--- src/rtl/iobus_timer_pkg.sv ---
// Shared constants and types for the memory-mapped down-counting timer.
package iobus_timer_pkg;

    localparam int unsigned DATA_W     = 32;
    localparam int unsigned ADDR_W     = 32;
    localparam int unsigned PRESCALE_W = 8;

    // Register offsets from the block base address
    localparam logic [ADDR_W-1:0] OFF_CTRL     = 32'h0000_0000;
    localparam logic [ADDR_W-1:0] OFF_LOAD     = 32'h0000_0004;
    localparam logic [ADDR_W-1:0] OFF_PRESCALE = 32'h0000_0008;
    localparam logic [ADDR_W-1:0] OFF_COUNT    = 32'h0000_000C;
    localparam logic [ADDR_W-1:0] OFF_STATUS   = 32'h0000_0010;

    // CTRL / STATUS bit positions
    localparam int unsigned CTRL_EN_BIT     = 0;
    localparam int unsigned CTRL_AUTO_BIT   = 1;
    localparam int unsigned CTRL_IE_BIT     = 2;
    localparam int unsigned STATUS_PEND_BIT = 0;

    typedef enum logic {
        ST_IDLE = 1'b0,
        ST_RUN  = 1'b1
    } state_e;

endpackage

--- src/rtl/iobus_timer_prescale.sv ---
// Prescale counter: emits one tick every PRESCALE+1 enabled cycles.
module iobus_timer_prescale
    import iobus_timer_pkg::*;
(
    input  logic                  CLK,
    input  logic                  RST_N,
    input  logic                  clear,
    input  logic                  enable,
    input  logic [PRESCALE_W-1:0] PRESCALE,
    output logic                  tick
);

    logic [PRESCALE_W-1:0] cnt_q;
    logic [PRESCALE_W-1:0] cnt_d;

    // Tick on terminal count; >= keeps a lowered PRESCALE from forcing a full wrap
    always_comb begin
        tick = enable && (cnt_q >= PRESCALE);
    end

    // Next prescale count: clear wins, then count or restart on tick
    always_comb begin
        cnt_d = cnt_q;
        if (clear) begin
            cnt_d = '0;
        end else if (enable) begin
            cnt_d = tick ? '0 : cnt_q + PRESCALE_W'(1);
        end
    end

    // Prescale counter register
    always_ff @(posedge CLK or negedge RST_N) begin
        if (!RST_N) begin
            cnt_q <= '0;
        end else begin
            cnt_q <= cnt_d;
        end
    end

endmodule

--- src/rtl/iobus_timer.sv ---
// IOBUS timer: register window, down-counter FSM and level interrupt.
module iobus_timer
    import iobus_timer_pkg::*;
#(
    parameter logic [ADDR_W-1:0] BASE_ADDR = 32'h1100_0100
) (
    input  logic              CLK,
    input  logic              RST_N,
    input  logic [ADDR_W-1:0] IOBUS_ADDR,
    input  logic [DATA_W-1:0] IOBUS_OUT,
    input  logic              IOBUS_WR,
    output logic [DATA_W-1:0] IOBUS_IN,
    output logic              INTR
);

    state_e                state_q,    state_d;
    logic                  auto_q,     auto_d;
    logic                  ie_q,       ie_d;
    logic [DATA_W-1:0]     load_q,     load_d;
    logic [PRESCALE_W-1:0] prescale_q, prescale_d;
    logic [DATA_W-1:0]     count_q,    count_d;
    logic                  pend_q,     pend_d;
    logic                  intr_q,     intr_d;

    logic sel_ctrl, sel_load, sel_prescale, sel_count, sel_status;
    logic ctrl_wr, load_wr, prescale_wr, status_wr;
    logic start, tick, tick_run, expire;

    // Exact-match address decode; misaligned addresses match nothing
    always_comb begin
        sel_ctrl     = (IOBUS_ADDR == BASE_ADDR + OFF_CTRL);
        sel_load     = (IOBUS_ADDR == BASE_ADDR + OFF_LOAD);
        sel_prescale = (IOBUS_ADDR == BASE_ADDR + OFF_PRESCALE);
        sel_count    = (IOBUS_ADDR == BASE_ADDR + OFF_COUNT);
        sel_status   = (IOBUS_ADDR == BASE_ADDR + OFF_STATUS);
        ctrl_wr      = IOBUS_WR && sel_ctrl;
        load_wr      = IOBUS_WR && sel_load;
        prescale_wr  = IOBUS_WR && sel_prescale;
        status_wr    = IOBUS_WR && sel_status;
    end

    // Timer events: EN rising, a tick while running, and expiry at zero
    always_comb begin
        start    = (state_q == ST_IDLE) && ctrl_wr && IOBUS_OUT[CTRL_EN_BIT];
        tick_run = (state_q == ST_RUN) && tick;
        expire   = tick_run && (count_q == '0);
    end

    iobus_timer_prescale u_prescale (
        .CLK      (CLK),
        .RST_N    (RST_N),
        .clear    (start),
        .enable   (state_q == ST_RUN),
        .PRESCALE (prescale_q),
        .tick     (tick)
    );

    // Next-state for registers, COUNT, FSM and pending flag
    always_comb begin
        state_d    = state_q;
        auto_d     = auto_q;
        ie_d       = ie_q;
        load_d     = load_q;
        prescale_d = prescale_q;
        count_d    = count_q;
        pend_d     = pend_q;

        if (load_wr) begin
            load_d = IOBUS_OUT;
        end
        if (prescale_wr) begin
            prescale_d = IOBUS_OUT[PRESCALE_W-1:0];
        end

        // COUNT: decrement per tick, reload on auto expiry or EN rising
        if (tick_run) begin
            if (count_q != '0) begin
                count_d = count_q - DATA_W'(1);
            end else if (auto_q) begin
                count_d = load_q;
            end
        end
        if (start) begin
            count_d = load_q;
        end

        // FSM: one-shot expiry stops the timer
        if (state_q == ST_IDLE) begin
            if (start) begin
                state_d = ST_RUN;
            end
        end else begin
            if (expire && !auto_q) begin
                state_d = ST_IDLE;
            end
        end

        // A CPU CTRL write overrides any hardware update of EN/AUTO/IE
        if (ctrl_wr) begin
            state_d = IOBUS_OUT[CTRL_EN_BIT] ? ST_RUN : ST_IDLE;
            auto_d  = IOBUS_OUT[CTRL_AUTO_BIT];
            ie_d    = IOBUS_OUT[CTRL_IE_BIT];
        end

        // PEND: write-1-to-clear, expiry set has priority
        if (status_wr && IOBUS_OUT[STATUS_PEND_BIT]) begin
            pend_d = 1'b0;
        end
        if (expire) begin
            pend_d = 1'b1;
        end

        intr_d = pend_d && ie_d;
    end

    // State and register file flops
    always_ff @(posedge CLK or negedge RST_N) begin
        if (!RST_N) begin
            state_q    <= ST_IDLE;
            auto_q     <= 1'b0;
            ie_q       <= 1'b0;
            load_q     <= '0;
            prescale_q <= '0;
            count_q    <= '0;
            pend_q     <= 1'b0;
            intr_q     <= 1'b0;
        end else begin
            state_q    <= state_d;
            auto_q     <= auto_d;
            ie_q       <= ie_d;
            load_q     <= load_d;
            prescale_q <= prescale_d;
            count_q    <= count_d;
            pend_q     <= pend_d;
            intr_q     <= intr_d;
        end
    end

    // Zero-latency read mux; unmapped addresses return zero
    always_comb begin
        IOBUS_IN = '0;
        if (sel_ctrl) begin
            IOBUS_IN[CTRL_EN_BIT]   = (state_q == ST_RUN);
            IOBUS_IN[CTRL_AUTO_BIT] = auto_q;
            IOBUS_IN[CTRL_IE_BIT]   = ie_q;
        end else if (sel_load) begin
            IOBUS_IN = load_q;
        end else if (sel_prescale) begin
            IOBUS_IN = DATA_W'(prescale_q);
        end else if (sel_count) begin
            IOBUS_IN = count_q;
        end else if (sel_status) begin
            IOBUS_IN[STATUS_PEND_BIT] = pend_q;
        end
    end

    assign INTR = intr_q;

endmodule

--- config.mk ---
export PLATFORM = sky130hd
export DESIGN_NAME = iobus_timer
export DESIGN_NICKNAME = d
export VERILOG_FILES = /design/src/rtl/iobus_timer_pkg.sv /design/src/rtl/iobus_timer_prescale.sv /design/src/rtl/iobus_timer.sv
export SDC_FILE = /design/constraint.sdc
export NUM_CORES = 1
export LEC_CHECK = 0
export BUFFER_PORTS_ARGS = -buffer_cell sky130_fd_sc_hd__buf_2
export CORE_UTILIZATION = 55
export DETAILED_ROUTE_END_ITERATION = 7
export PLACE_DENSITY = 0.79
export SLEW_MARGIN = 20
export SYNTH_ARGS = -nofsm -noshare
export SYNTH_HDL_FRONTEND = slang
export SYNTH_HIERARCHICAL = 1
export SYNTH_SLANG_ARGS = --single-unit
--- constraint.sdc ---
create_clock -name CLK -period 3.4 [get_ports CLK]
set_input_delay 0.68 -clock CLK [delete_from_list [all_inputs] [get_ports CLK]]
set_output_delay 0.68 -clock CLK [all_outputs]
set_load 0.05 [all_outputs]
# Yosys cells after proc, flatten, opt, wreduce, memory -nomap -nowiden
# Cells that the tools add are included.
# Widths: inputs -> output; s select.
dict set report word_totals {
  output_inout_bits 33
  word_cells 59
  in_bits 67
  ff_bits 85
}
dict set report op_classes {
  muxes 22
  add_sub_neg 2
  eq_ne 5
  magnitude_cmp 1
  reduce_logical 19
  bitwise_logic 1
}
# cell count
set op_table {}
lappend op_table {{$mux 32} 6}
lappend op_table {{$eq 32x29->1 const B} 5}
lappend op_table {{$logic_not 32->1} 1}
lappend op_table {{$reduce_bool 32->1} 1}
lappend op_table {{$sub 32x1->32 const B} 1}
lappend op_table {{$mux 31} 1}
lappend op_table {{$mux 29} 1}
lappend op_table {{$mux 8} 3}
lappend op_table {{$logic_and 1x1->1} 12}
lappend op_table {{$mux 1} 10}
lappend op_table {{$add 8x1->8 const B} 1}
lappend op_table {{$ge 8x8->1} 1}
lappend op_table {{$reduce_bool 2->1} 2}
lappend op_table {{$mux 3} 1}
lappend op_table {{$reduce_bool 3->1} 1}
lappend op_table {{$reduce_and 2->1} 1}
lappend op_table {{$logic_not 1->1} 1}
lappend op_table {{$not 1->1} 1}

# Logic depth before layout (Yosys ltp)
dict set report logic_depth {
  depth_word 8
  depth_mapped 13
  mapped_depth_nobuf 10
}

# Hierarchy
# The synthesis kept the hierarchy.
# module area_each_um2 instances cells_per_inst seq_area_each_um2
set modules_own_cells {}
lappend modules_own_cells {iobus_timer 4478.0 1 444 1926.8}
lappend modules_own_cells {iobus_timer_prescale 690.7 1 84 200.2}

# Least setup slack after synthesis
# OpenSTA, ideal clock, no wires.
dict set report synth_timing {
  kind {input to output}
  startpoint {input port IOBUS_ADDR[22]}
  endpoint {output port IOBUS_IN[11]}
  setup_slack_ps -27
  arrival_time_ps 2747
  path_stages 7
  required_time_ps 2720
  n_path_buf 2
  cell_sequence {nor4b_1 -> nand4_1 -> or3_1 -> buf_2 -> nor3b_4 -> clkbuf_1 -> a22o_1}
}
dict set report synth_via {
  elab_chain_cells 5
  elab_cells_between_ends 8
  classes_between {eq/ne: 4; mux: 4}
}
# element line_no
set synth_lines {}
lappend synth_lines {{start, declared} iobus_timer.sv:9} ;# input logic [ADDR_W-1:0] IOBUS_ADDR,
lappend synth_lines {{$eq 32x29->1} iobus_timer.sv:34} ;# sel_count = (IOBUS_ADDR == BASE_ADDR + OFF_COUNT);
lappend synth_lines {{$mux 31} iobus_timer.sv:150} ;# end else if (sel_count) begin
lappend synth_lines {{$mux 32} iobus_timer.sv:148} ;# end else if (sel_prescale) begin
lappend synth_lines {{$mux 32} iobus_timer.sv:146} ;# end else if (sel_load) begin
lappend synth_lines {{$mux 29 *} iobus_timer.sv:142} ;# if (sel_ctrl) begin
lappend synth_lines {{end, declared} iobus_timer.sv:12} ;# output logic [DATA_W-1:0] IOBUS_IN,
# Every way passes the cells marked *; elsewhere a longest branch is shown, timed or not.

# Worst setup path after layout
dict set report layout_timing {
  startpoint {input port IOBUS_ADDR[6]}
  endpoint {output port IOBUS_IN[10]}
}
# Same word-level chain as after synthesis.

==> impl_metrics.tcl <==
set metrics [dict create \
    status "finished clean" \
    synth.distinct_cells 61 \
    setup_viol 0 \
    cts.sinks 85 \
    grt.busiest_layer "met2" \
    area_growth_pct 19.0 \
    initial_core_util_pct 56.5 \
    synth-edff-count 0 \
    yosysWarningCount 6 \
    fmax_ghz 0.307 \
    dp.cells 722 \
    die-height_um 98.9 \
    gp_congestion 0.858 \
    fillerInstances 698 \
    firstDrtPassIters 5 \
    grtUsageMet1_pct 36.5 \
    ant_nets 0 \
    drive_above_1_share_pct 35.1 \
    use_met3_pct 4.47 \
    fin_cells 738 \
    hold_violations 0 \
    fin_skew_ps 17.7 \
    htree_levels 3 \
    synth_async_sr_flop_share_pct 100 \
    powerDensity_nw_per_um2 301 \
    grt_pass1_vias 4318 \
    die_x_um 98.9 \
    drv_slew 0 \
    synthFlopType "dfrtp_1" \
    vdd_ir_drop_max_mv 0.208 \
    grt_pass1_wl_mm 20.9 \
    clk_path_buf_depth 2 \
    cts_tree "done" \
    grt_antenna_before_repair 0 \
    setup_ws_ps 146 \
    gr-usage-met2_pct 44.4 \
    drc 0 \
    syn-mean-instance-area_sq_um 9.79 \
    holdWs_ps 365 \
    cts-resized-gates 0 \
    worstPathMaxFanout 25 \
    hp-class "in -> async" \
    via_count 4661 \
    critPathRequiredTime_ps 2720 \
    post_cts_buffers 0 \
    cp.arrival_ps 2570 \
    syn_nets 606 \
    rsz0062_at_grt "false" \
    worst_pin_slew_ps 772 \
    layout_min_cycle_time_ps 3250 \
    n_antenna_cell 0 \
    design.core.area_sq_um 9150 \
    synth-seq-area-share_pct 41.2 \
    timing.final.crit_share_pct 95.7 \
    vias_per_cell 6.32 \
    syn-cell-area_sq_um 5170 \
    grtUsageTotal_pct 26.8 \
    seqCellArea_sq_um 2130 \
    critPathKind "in -> out" \
    p_leak_nw 3.10 \
    max-cap-violations 0 \
    clk_pin_slew_ps 100 \
    endpoint_kind "output port" \
    rows 35 \
    hpwl_mm 8.98 \
    start_kind "input port" \
    ios 100 \
    drt_iter0_markers 337 \
    die_area_sq_um 9790 \
    grt-ovfl-total 0 \
    post-place-ws_ps 34.6 \
    cts-root-buf "clkbuf_8" \
    max-slew-margin-rel_pct 48.6 \
    portBuffers 99 \
    final_core_util_pct 67.2 \
    hold_buffers 0 \
    grt_max_degree 86 \
    post_drt_wl_per_cell_um 17.7 \
    synth_cells 528 \
    tns_ps 0 \
    clk_latency_ps 370 \
    final_nets 700 \
    cts_buffers 9 \
    wl_mm 13.1 \
    multi_input_area_sq_um 2850 \
    ys_ff_latch 85 \
]
[worst max-delay path, stage by stage]
cell,delay (ps)
buf_2,100
nor4b_1,290
nand4_1,210
or3_1,450
nor3b_4,250
buf_12,190
a22o_1,170
clkbuf_4,220
[through the flow]
step | instance area, sq um | total power, mW
floorplan | 5190 | 1.04
global placement | 5850 | 1.11
detailed placement | 5850 | 1.11
CTS | 6060 | 1.86
global route | 6150 | 1.90
finish | 6150 | 1.85
[Yosys cell counts, types with 3 or more instances]
library cell / number / area, sq um
o21ai_0: 23 / 115
clkbuf_1: 16 / 60.1
o22a_1: 3 / 26.3
inv_1: 27 / 101
nand3_1: 34 / 170
mux2_2: 48 / 541
nor3_1: 15 / 75.1
ha_1: 11 / 138
nand4_1: 13 / 81.3
a2bb2oi_1: 10 / 87.6
nor2b_1: 8 / 50.1
nand3b_1: 3 / 22.5
buf_2: 9 / 45.0
a31oi_1: 7 / 43.8
nand2_1: 29 / 109
nor2_1: 30 / 113
a21oi_1: 29 / 145
buf_6: 3 / 33.8
a22oi_1: 17 / 128
nor4b_1: 4 / 35.0
dfrtp_1: 85 / 2130
nor4_1: 10 / 62.6
a22o_1: 24 / 210
nand2b_1: 5 / 31.3
mux2i_1: 20 / 200
[cells by family (layout without fill, tap and decap cells)]
logic type	Yosys count	after routing	synth area share [%]
AND/OR/NAND/NOR	171	171	17.9
AO/OA/AOI/OAI	129	129	17.1
flip-flops	85	85	41.2
multiplexers	73	73	16.0
buffers and inverters	59	158	5.20
adder cells (fa/ha/maj)	11	11	2.66
[power by group]
| part | switching, mW | internal, mW |
|---|---|---|
| clock network | 0.396 | 0.367 |
| registers | 0.0000000372 | 1.01 |
| logic | 0.0464 | 0.0353 |
[layout make-up]
class / instances / area share [%]
Tap cell: 111 / 2.26
Sequential cell: 85 / 34.6
Inverter: 27 / 1.65
Timing Repair Buffer: 115 / 11.9
Multi-Input combinational cell: 384 / 46.3
Clock buffer: 10 / 2.24
Clock inverter: 6 / 1.12
[routing by layer]
layer	up-vias	wire, um
met5	-	0
met4	0	155
met3	18	787
met2	195	6340
met1	2289	5770
li1	2159	-
[cell usage in the layout, fill, tap and decap left out, types with 3 or more instances in the layout]
cell / Yosys / final
a21oi_1: 29 / 29
a22o_1: 24 / 4
a22o_2: 0 / 20
a22oi_1: 17 / 17
a2bb2oi_1: 10 / 10
a31oi_1: 7 / 7
buf_12: 0 / 4
buf_2: 9 / 74
buf_4: 1 / 12
clkbuf_4: 1 / 24
clkbuf_8: 0 / 10
dfrtp_1: 85 / 85
ha_1: 11 / 11
inv_1: 27 / 27
inv_6: 0 / 3
mux2_2: 48 / 48
mux2i_1: 20 / 20
nand2_1: 29 / 29
nand2b_1: 5 / 5
nand3_1: 34 / 34
nand3b_1: 3 / 3
nand4_1: 13 / 13
nor2_1: 30 / 30
nor2b_1: 8 / 8
nor3_1: 15 / 15
nor4_1: 10 / 8
nor4_2: 1 / 3
o21ai_0: 23 / 22
o22a_1: 3 / 3
[path summary, 6_finish.rpt]
path | startpoint | end | slack, ps | cells past startpoint
worst max-delay path | IOBUS_ADDR[6] | IOBUS_IN[10] | 150 | 8
worst min-delay path | RST_N | load_q[21]$_DFFE_PN0P_ | 360 | 1
worst max register to register | count_q[15]$_DFFE_PN0P_ | count_q[4]$_DFFE_PN0P_ | 530 | 6
worst min register to register | load_q[10]$_DFFE_PN0P_ | load_q[10]$_DFFE_PN0P_ | 530 | 1
max in group asynchronous | RST_N | load_q[3]$_DFFE_PN0P_ | 2500 | 1
min in group CLK | load_q[10]$_DFFE_PN0P_ | load_q[10]$_DFFE_PN0P_ | 530 | 1
[flip-flops by register name (all words and copies together) (netlist names)]
| signal | cells |
|---|---|
| auto_q | 1 |
| load_q | 32 |
| count_q | 32 |
| state_q | 1 |
| u_prescale/cnt_q | 8 |
| INTR | 1 |
| ie_q | 1 |
| prescale_q | 8 |
| pend_q | 1 |
No activity file was read; power rests on OpenSTA's default activity.
